<file path="src/rtl/axis_pkt_gen.sv">
`timescale 1ns/1ps
// -----------------------------------------------------------------------------
// axis_pkt_gen
//
// AXI4-Stream packet generator that drives the S2MM channel of the DMA.
// A start pulse launches a burst of num_pkts packets, each pkt_len beats long,
// separated by gap idle cycles. The data pattern starts at seed and increments
// by one on every accepted beat, continuing across packet boundaries.
//
// Ports
//   aclk, aresetn        clock, asynchronous active-low reset
//   start                one-cycle launch pulse (ignored while busy)
//   pkt_len, num_pkts,   burst configuration, sampled on start
//   gap, seed
//   m_axis_*             AXI4-Stream master (all outputs registered)
//   busy                 burst in progress
//   done                 one-cycle pulse at burst completion
//   pkt_cnt              packets fully accepted in the current/last burst
//   status_led           {busy, done_sticky, pkt_cnt[3:0]}
// -----------------------------------------------------------------------------
module axis_pkt_gen #(
    parameter int DATA_W = 32,
    parameter int LEN_W  = 16
) (
    input  logic                  aclk,
    input  logic                  aresetn,
    input  logic                  start,
    input  logic [LEN_W-1:0]      pkt_len,
    input  logic [7:0]            num_pkts,
    input  logic [7:0]            gap,
    input  logic [DATA_W-1:0]     seed,
    output logic [DATA_W-1:0]     m_axis_tdata,
    output logic [DATA_W/8-1:0]   m_axis_tkeep,
    output logic                  m_axis_tvalid,
    input  logic                  m_axis_tready,
    output logic                  m_axis_tlast,
    output logic                  busy,
    output logic                  done,
    output logic [7:0]            pkt_cnt,
    output logic [5:0]            status_led
);

    typedef enum logic [1:0] {
        S_IDLE = 2'd0,
        S_SEND = 2'd1,
        S_GAP  = 2'd2,
        S_FIN  = 2'd3
    } state_t;

    state_t             state_reg,  state_next;
    logic [DATA_W-1:0]  tdata_reg,  tdata_next;
    logic               tvalid_reg, tvalid_next;
    logic               tlast_reg,  tlast_next;
    logic [LEN_W-1:0]   beat_reg,   beat_next;
    logic [7:0]         pkt_cnt_reg, pkt_cnt_next;
    logic [7:0]         gap_cnt_reg, gap_cnt_next;
    logic [LEN_W-1:0]   len_reg,    len_next;
    logic [7:0]         num_reg,    num_next;
    logic [7:0]         gap_reg,    gap_next;
    logic               done_reg,   done_next;
    logic               sticky_reg, sticky_next;

    logic               xfer;
    logic [LEN_W-1:0]   beat_inc;
    logic [7:0]         pkt_inc;

    // Byte enables are constant: every beat carries full-width data.
    genvar gi;
    generate
        for (gi = 0; gi < DATA_W/8; gi++) begin : g_keep
            assign m_axis_tkeep[gi] = 1'b1;
        end
    endgenerate

    assign xfer     = tvalid_reg & m_axis_tready;
    assign beat_inc = beat_reg + LEN_W'(1);
    assign pkt_inc  = pkt_cnt_reg + 8'd1;

    always_comb begin
        state_next   = state_reg;
        tdata_next   = tdata_reg;
        tvalid_next  = tvalid_reg;
        tlast_next   = tlast_reg;
        beat_next    = beat_reg;
        pkt_cnt_next = pkt_cnt_reg;
        gap_cnt_next = gap_cnt_reg;
        len_next     = len_reg;
        num_next     = num_reg;
        gap_next     = gap_reg;
        done_next    = 1'b0;
        sticky_next  = sticky_reg;

        case (state_reg)
            S_IDLE: begin
                if (start) begin
                    len_next     = pkt_len;
                    num_next     = num_pkts;
                    gap_next     = gap;
                    tdata_next   = seed;
                    beat_next    = '0;
                    pkt_cnt_next = 8'd0;
                    sticky_next  = 1'b0;
                    if (pkt_len == '0 || num_pkts == 8'd0) begin
                        // Empty burst: no beats, straight to completion.
                        state_next = S_FIN;
                    end else begin
                        // First beat is presented in the cycle right after start.
                        state_next  = S_SEND;
                        tvalid_next = 1'b1;
                        tlast_next  = (pkt_len == LEN_W'(1));
                    end
                end
            end

            S_SEND: begin
                if (xfer) begin
                    tdata_next = tdata_reg + DATA_W'(1);
                    if (tlast_reg) begin
                        pkt_cnt_next = pkt_inc;
                        beat_next    = '0;
                        if (pkt_inc == num_reg) begin
                            state_next  = S_FIN;
                            tvalid_next = 1'b0;
                            tlast_next  = 1'b0;
                        end else if (gap_reg == 8'd0) begin
                            // Back-to-back packet: keep tvalid high, no bubble.
                            tlast_next = (len_reg == LEN_W'(1));
                        end else begin
                            state_next   = S_GAP;
                            tvalid_next  = 1'b0;
                            tlast_next   = 1'b0;
                            gap_cnt_next = 8'd0;
                        end
                    end else begin
                        beat_next  = beat_inc;
                        tlast_next = (beat_inc == len_reg - LEN_W'(1));
                    end
                end
            end

            S_GAP: begin
                // The cycle that leaves GAP re-asserts tvalid, so the final
                // count value is gap-1 to produce exactly gap idle cycles.
                if (gap_cnt_reg == gap_reg - 8'd1) begin
                    state_next  = S_SEND;
                    tvalid_next = 1'b1;
                    tlast_next  = (len_reg == LEN_W'(1));
                end else begin
                    gap_cnt_next = gap_cnt_reg + 8'd1;
                end
            end

            S_FIN: begin
                done_next   = 1'b1;
                sticky_next = 1'b1;
                state_next  = S_IDLE;
            end

            default: state_next = S_IDLE;
        endcase
    end

    always_ff @(posedge aclk or negedge aresetn) begin
        if (!aresetn) begin
            state_reg   <= S_IDLE;
            tdata_reg   <= '0;
            tvalid_reg  <= 1'b0;
            tlast_reg   <= 1'b0;
            beat_reg    <= '0;
            pkt_cnt_reg <= 8'd0;
            gap_cnt_reg <= 8'd0;
            len_reg     <= '0;
            num_reg     <= 8'd0;
            gap_reg     <= 8'd0;
            done_reg    <= 1'b0;
            sticky_reg  <= 1'b0;
        end else begin
            state_reg   <= state_next;
            tdata_reg   <= tdata_next;
            tvalid_reg  <= tvalid_next;
            tlast_reg   <= tlast_next;
            beat_reg    <= beat_next;
            pkt_cnt_reg <= pkt_cnt_next;
            gap_cnt_reg <= gap_cnt_next;
            len_reg     <= len_next;
            num_reg     <= num_next;
            gap_reg     <= gap_next;
            done_reg    <= done_next;
            sticky_reg  <= sticky_next;
        end
    end

    assign m_axis_tdata  = tdata_reg;
    assign m_axis_tvalid = tvalid_reg;
    assign m_axis_tlast  = tlast_reg;
    assign busy          = (state_reg != S_IDLE);
    assign done          = done_reg;
    assign pkt_cnt       = pkt_cnt_reg;
    assign status_led    = {busy, sticky_reg, pkt_cnt_reg[3:0]};

endmodule

</file>
<file path="config.mk">
export PLATFORM = sky130hd
export DESIGN_NAME = axis_pkt_gen
export DESIGN_NICKNAME = d
export VERILOG_FILES = /design/src/rtl/axis_pkt_gen.sv
export SDC_FILE = /design/constraint.sdc
export NUM_CORES = 1
export LEC_CHECK = 0
export CAP_MARGIN = 20
export CORE_MARGIN = 2
export CORE_UTILIZATION = 40
export CTS_BUF_LIST = sky130_fd_sc_hd__clkbuf_16
export CTS_CLUSTER_DIAMETER = 120
export DETAILED_ROUTE_END_ITERATION = 16
export DONT_BUFFER_PORTS = 1
export SLEW_MARGIN = 20
export SYNTH_ARGS = -nofsm -noshare
export SYNTH_HDL_FRONTEND = slang
export SYNTH_SLANG_ARGS = --single-unit
export TNS_END_PERCENT = 20
</file>
<file path="constraint.sdc">
create_clock -name aclk -period 4.3 [get_ports aclk]
set_input_delay 0.86 -clock aclk [delete_from_list [all_inputs] [get_ports aclk]]
set_output_delay 0.86 -clock aclk [all_outputs]
set_load 0.03 [all_outputs]
</file>
# Yosys cells after proc, flatten, opt, wreduce, memory -nomap -nowiden
# Index checks and enable logic that the tools add are counted.
dict set report word_totals {
  register_bits 102
  inputBits 68
  output_inout_bits 54
  word_cells 98
}
dict set report classes {
  addsub 6
  n_eq_ne 17
  n_mux 44
  bitwise_logic 1
  n_reduce_logical 18
}
# op n
set ops {}
lappend ops {{$mux 32} 2}
lappend ops {{$mux 8} 8}
lappend ops {{$pmux 32 s2} 1}
lappend ops {{$mux 16} 3}
lappend ops {{$add 32x1->32 const B} 1}
lappend ops {{$eq 16x1->1 const B} 2}
lappend ops {{$pmux 16 s2} 1}
lappend ops {{$pmux 8 s2} 2}
lappend ops {{$add 16x1->16 const B} 1}
lappend ops {{$add 8x1->8 const B} 2}
lappend ops {{$eq 16x16->1} 1}
lappend ops {{$eq 8x8->1} 2}
lappend ops {{$logic_not 16->1} 1}
lappend ops {{$logic_not 8->1} 2}
lappend ops {{$mux 1} 16}
lappend ops {{$ne 2x2->1 const B} 8}
lappend ops {{$sub 16x1->16 const B} 1}
lappend ops {{$mux 2} 7}
lappend ops {{$reduce_and 5->1} 2}
lappend ops {{$pmux 2 s4} 1}
lappend ops {{$reduce_bool 2->1} 4}
lappend ops {{$sub 8x1->8 const B} 1}
lappend ops {{$reduce_and 7->1} 1}
lappend ops {{$pmux 1 s3} 2}
lappend ops {{other kinds (12)} 14}

# Longest topological paths before layout
dict set report logic_depth {
  depth_word 6
  ltp_mapped 10
  depth_no_buf 10
}

# Least setup slack after synthesis
# OpenSTA, ideal clock, no wires.
dict set report synth_timing {
  path_kind {reg-to-reg}
  startpoint {register pkt_cnt_reg[0] (netlist: pkt_cnt[0])}
  endpoint {register gap_cnt_reg[6]}
  setup_ns 0.069
  t_arrival_ns 2.631
  required_ns 4.231
  path_slack_ns 1.600
  path_stages_with_launch 11
  n_path_buf 1
  period_less_slack_ns 2.700
  cell_sequence {dfrtp_1 -> ha_1 -> and3_1 -> mux2i_1 -> mux2i_1 -> a21oi_2 -> nor4_4 -> o32a_2 -> buf_6 -> or4_1 -> nand3_1}
}
dict set report synth_via {
  elab_chain_cells 4
}
# element line_no
set synth_rtl {}
lappend synth_rtl {{start, declared} 55} ;# logic [7:0] pkt_cnt_reg, pkt_cnt_next;
lappend synth_rtl {{start signal, assigned} 183} ;# pkt_cnt_reg <= pkt_cnt_next;
lappend synth_rtl {{$add 8x1->8} 77} ;# assign pkt_inc = pkt_cnt_reg + 8'd1;
lappend synth_rtl {{$eq 8x8->1} 121} ;# if (pkt_inc == num_reg) begin
lappend synth_rtl {{$ne 2x2->1 (no line)} -}
lappend synth_rtl {{$reduce_and 6->1 (no line)} -}
lappend synth_rtl {{end signal, assigned} 184} ;# gap_cnt_reg <= gap_cnt_next;
lappend synth_rtl {{end, declared} 56} ;# logic [7:0] gap_cnt_reg, gap_cnt_next;
# No other way between the ends.
# A chain may end at the register's enable or synchronous reset.

# Final worst setup path
dict set report layout_timing {
  startpoint {register state_reg[0]}
  endpoint {register tdata_reg[15] (netlist: m_axis_tdata[15])}
}
dict set report layout_via {
  elab_chain_cells 3
  word_cells_on_any_way 7
  cone_classes {eq/ne (3); mux (1); reduce/logical (3)}
}
# element line_no
set layout_rtl {}
lappend layout_rtl {{start, declared} 50} ;# state_t state_reg, state_next;
lappend layout_rtl {{start signal, assigned} 178} ;# state_reg <= state_next;
lappend layout_rtl {{$eq 2x1->1 or $logic_not 2->1 (tied branches)} 93} ;# case (state_reg)
lappend layout_rtl {{$ne 2x2->1 (no line) or $reduce_bool 2->1 (tied branches)} -}
lappend layout_rtl {{$reduce_and 3->1 (no line)} -}
lappend layout_rtl {{end signal, assigned} 179} ;# tdata_reg <= tdata_next;
lappend layout_rtl {{end, declared} 51} ;# logic [DATA_W-1:0] tdata_reg, tdata_next;
# Parallel ways exist; a longest one is shown, timed or not.

==> summary.md <==
| Metric | Value |
|---|---|
| Initial antenna violation count | 0 |
| Crit-path max cell delay | 590 ps |
| Hold/Removal Path Class | primary input to async pin |
| Worst-path cell chain | inv_1, ha_1, inv_1, nor2_1, a21oi_1, o21ai_2, nor2_1, a22oi_1, o21ai_0 |
| Top-count cell post-synth | dfrtp_1 |
| Maximum root-to-sink buffer count | 2 |
| CP Capture Type | flop |
| Detailed placement HPWL | 11,500 µm |
| Setup CP Type | flop to flop |
| Synth top area share | 0.392 |
| Yosys top cell by area | dfrtp_1 |
| Initial DRT Pass Iterations | 5 |
| CP max-delay cell | inv_1 |
| P per Cell Area | about 260 mW/mm² |
| FMAX | 0.296 GHz |
| Clk Tree Root Cell | clkbuf_16 |
| Highest routed layer | met4 |
| Total gr overflow | 0 |
| Leakage | approximately 2.9 nW |
| Routed wl met3 | about 1300 µm |
| Yosys reg bits | between 100 and 150 |
| Yosys cell types | 68 |
| Top cells by area, synth | dfrtp_1 (39%), mux2_2 (5.9%), xnor2_1 (4.7%) |
| Max-cap violations | 0 |
| Clk_skew | approximately 7.5 ps |
| Worst-path clk slew | around 70 ps |
| Setup TNS | 0 ps |
| Clk sinks | about 100 |
| Routed wl met2 | between 7000 and 8000 µm |
| Hold slack | between 150 and 200 ps |
| Synth Flop Type | dfrtp_1 |
| Area grow syn2layout | 6.34% |
| Final max-slew violation count | 0 |
| First-pass GRT wire length | about 26,000 µm |
| Status | finished clean |
| Postcts setup bufs | 0 |
| Vias in the first global route | around 5,000 |
| Yosys warnings | 0 |
| RePlAce Congestion | about 0.85 |
| Register Area | approximately 0.0026 mm² |
| Worst setup slack after placement | between 900 and 1000 ps |
| WP buf/inv | 2 |
| Worst slew pin tran | between 900 and 1000 ps |
| IO Pins | approximately 120 |
| DR vias/cell | 5.84 |
| CTS tree | built |
| Max VDD drop | roughly 220 µV |
| Largest delay contributor family on the critical path | compound AO/OA/AOI/OAI gates |
| Post-CTS Resized | 0 |
| H-tree Lvls | 3 |
| Minimum clock period | around 3400 ps |
| Core Box Area | 0.0159 mm² |
| DIE HEIGHT | 132 µm |
| Hold Violations, Final | 0 |
| Sequential share of the synthesized area | 0.392 |
| Ys async rst share | 1.00 |
| Hold_buf cts | 0 |
| GRT Util Overall | 0.183 |
| Clock Latency Late Sink | 350 ps |
| Layout cells sized above 1 | 0.123 |
| Initial core utilization | 0.410 |
| Largest net degree at the start of global routing | between 100 and 150 |
| Relative slew slack | 0.373 |
| Mapped Area | 0.00651 mm² |
| Worst setup margin | 926 ps |
| Die X | between 100 and 150 µm |
| RSZ-0062 raised after global routing | no |
| Std cell rows | 46 |
| Post-Synthesis Cells | 706 |
| Final Util | 0.436 |
| Crit-path max FO | 24 |
| Initial DRC count | ~280 |
| Routed len/inst | approximately 18 µm |
| CP Launch Type | flop |
| Number of flip-flops in the largest register | 32 |
| ANT cells | 0 |
| Setup Viol. Count Final | 0 |
| DRC Markers | 0 |
| Fillers | about 1,600 |
| Fin nets | about 770 |
| Port bufs | 0 |
| Final ANT Viol Nets | 0 |
| Data arrival, critical path | ~3600 ps |
| Synth top cells by count | dfrtp_1 (102), nand2_1 (73), o21ai_0 (56) |
| Post-Route M1 WL | about 7500 µm |
| Number of synthesized flops with an enable pin | 0 |
| Vias | roughly 5,300 |
| Final Cycle Share | 0.785 |
| Total CTS buffers | 9 |
| Footprint of the multi-input gates | 0.00369 mm² |
| CP required | approximately 4600 ps |
| Mean Syn Cell Area | 9.23 µm² |
| Final WL | 16,000 µm |
| Die area | 0.0173 mm² |
[layout by cell type (no fill, tap or decap), drive strengths merged, types with 3 or more instances in the layout]
| cell type | instances |
|---|---|
| conb | 4 |
| mux2i | 14 |
| dfrtp | 102 |
| mux2 | 34 |
| and2 | 5 |
| nand4 | 23 |
| and3 | 18 |
| or3 | 3 |
| and4 | 5 |
| o22ai | 24 |
| o31ai | 11 |
| nor4 | 13 |
| nor2 | 32 |
| nor3 | 23 |
| a31oi | 8 |
| or4 | 8 |
| clkbuf | 9 |
| xnor2 | 35 |
| nand3 | 45 |
| o21a | 4 |
| o41ai | 3 |
| inv | 23 |
| o211ai | 3 |
| a211oi | 3 |
| or2 | 3 |
| a21oi | 35 |
| buf | 5 |
| a21o | 8 |
| o21ai | 58 |
| ha | 12 |
| nand2 | 73 |
| a22oi | 7 |
| xor2 | 20 |
[final timing paths]
kind                                               start                            to  slack (ps)  depth (start not counted)
worst max-delay path            state_reg[0]$_DFFE_PN0P_  m_axis_tdata[15]$_DFFE_PN0P_         930                          9
worst min-delay path                             aresetn  m_axis_tdata[26]$_DFFE_PN0P_         200                          0
worst max register to register  state_reg[0]$_DFFE_PN0P_  m_axis_tdata[15]$_DFFE_PN0P_         930                          9
worst min register to register  beat_reg[15]$_DFFE_PN0P_      beat_reg[15]$_DFFE_PN0P_         510                          2
max in group asynchronous                        aresetn        gap_reg[3]$_DFFE_PN0P_        3960                          0
min in group aclk               beat_reg[15]$_DFFE_PN0P_      beat_reg[15]$_DFFE_PN0P_         510                          2
[worst register-to-register path, cell delays in order, from the launching register on]
cell     delay (ps)
dfrtp_1         380
inv_1           130
ha_1            330
inv_1           590
nor2_1          170
a21oi_1         550
o21ai_2         440
nor2_1          460
a22oi_1         110
o21ai_0         130
[through the flow]
step	instance area (µm²)	total power, mW	instances
CTS	6930	1.82	907
detailed placement	6640	0.993	891
global route	6930	1.85	907
global placement	6640	0.993	891
finish	6930	1.79	907
floorplan	6530	0.995	709
[where the power goes]
part / internal [mW] / total, mW / switching, mW / leakage, nW
sequential: 0.959 / 0.962 / 0.00290 / 1.37
clock: 0.448 / 0.814 / 0.365 / 0.150
combinational: 0.00360 / 0.0121 / 0.00851 / 1.37
total: 1.41 / 1.79 / 0.377 / 2.89
[layout make-up]
cell class                 count  share of cell area
clock inverter                 7             0.00957
sequential                   102               0.368
multi-input combinational    549               0.533
tap                          216              0.0390
inverter                      19              0.0103
clock buffer                   9              0.0325
timing repair buffer           5             0.00722
[routing by layer]
layer / vias up / track usage
met2: 166 / 0.277
met4: 0 / 0.0362
met5: - / 0
met1: 2567 / 0.260
li1: 2553 / -
met3: 10 / 0.0567
[cells by family after synthesis]
group,after synthesis,share of synthesized area
other,1,0.000576
adder cells (fa/ha/maj),12,0.0230
AND/OR/NAND/NOR,259,0.216
XOR/XNOR,55,0.0751
buffers and inverters,58,0.0453
flip-flops,102,0.392
AO/OA/AOI/OAI,171,0.168
multiplexers,48,0.0803
Power figures use the tool's default switching activity.
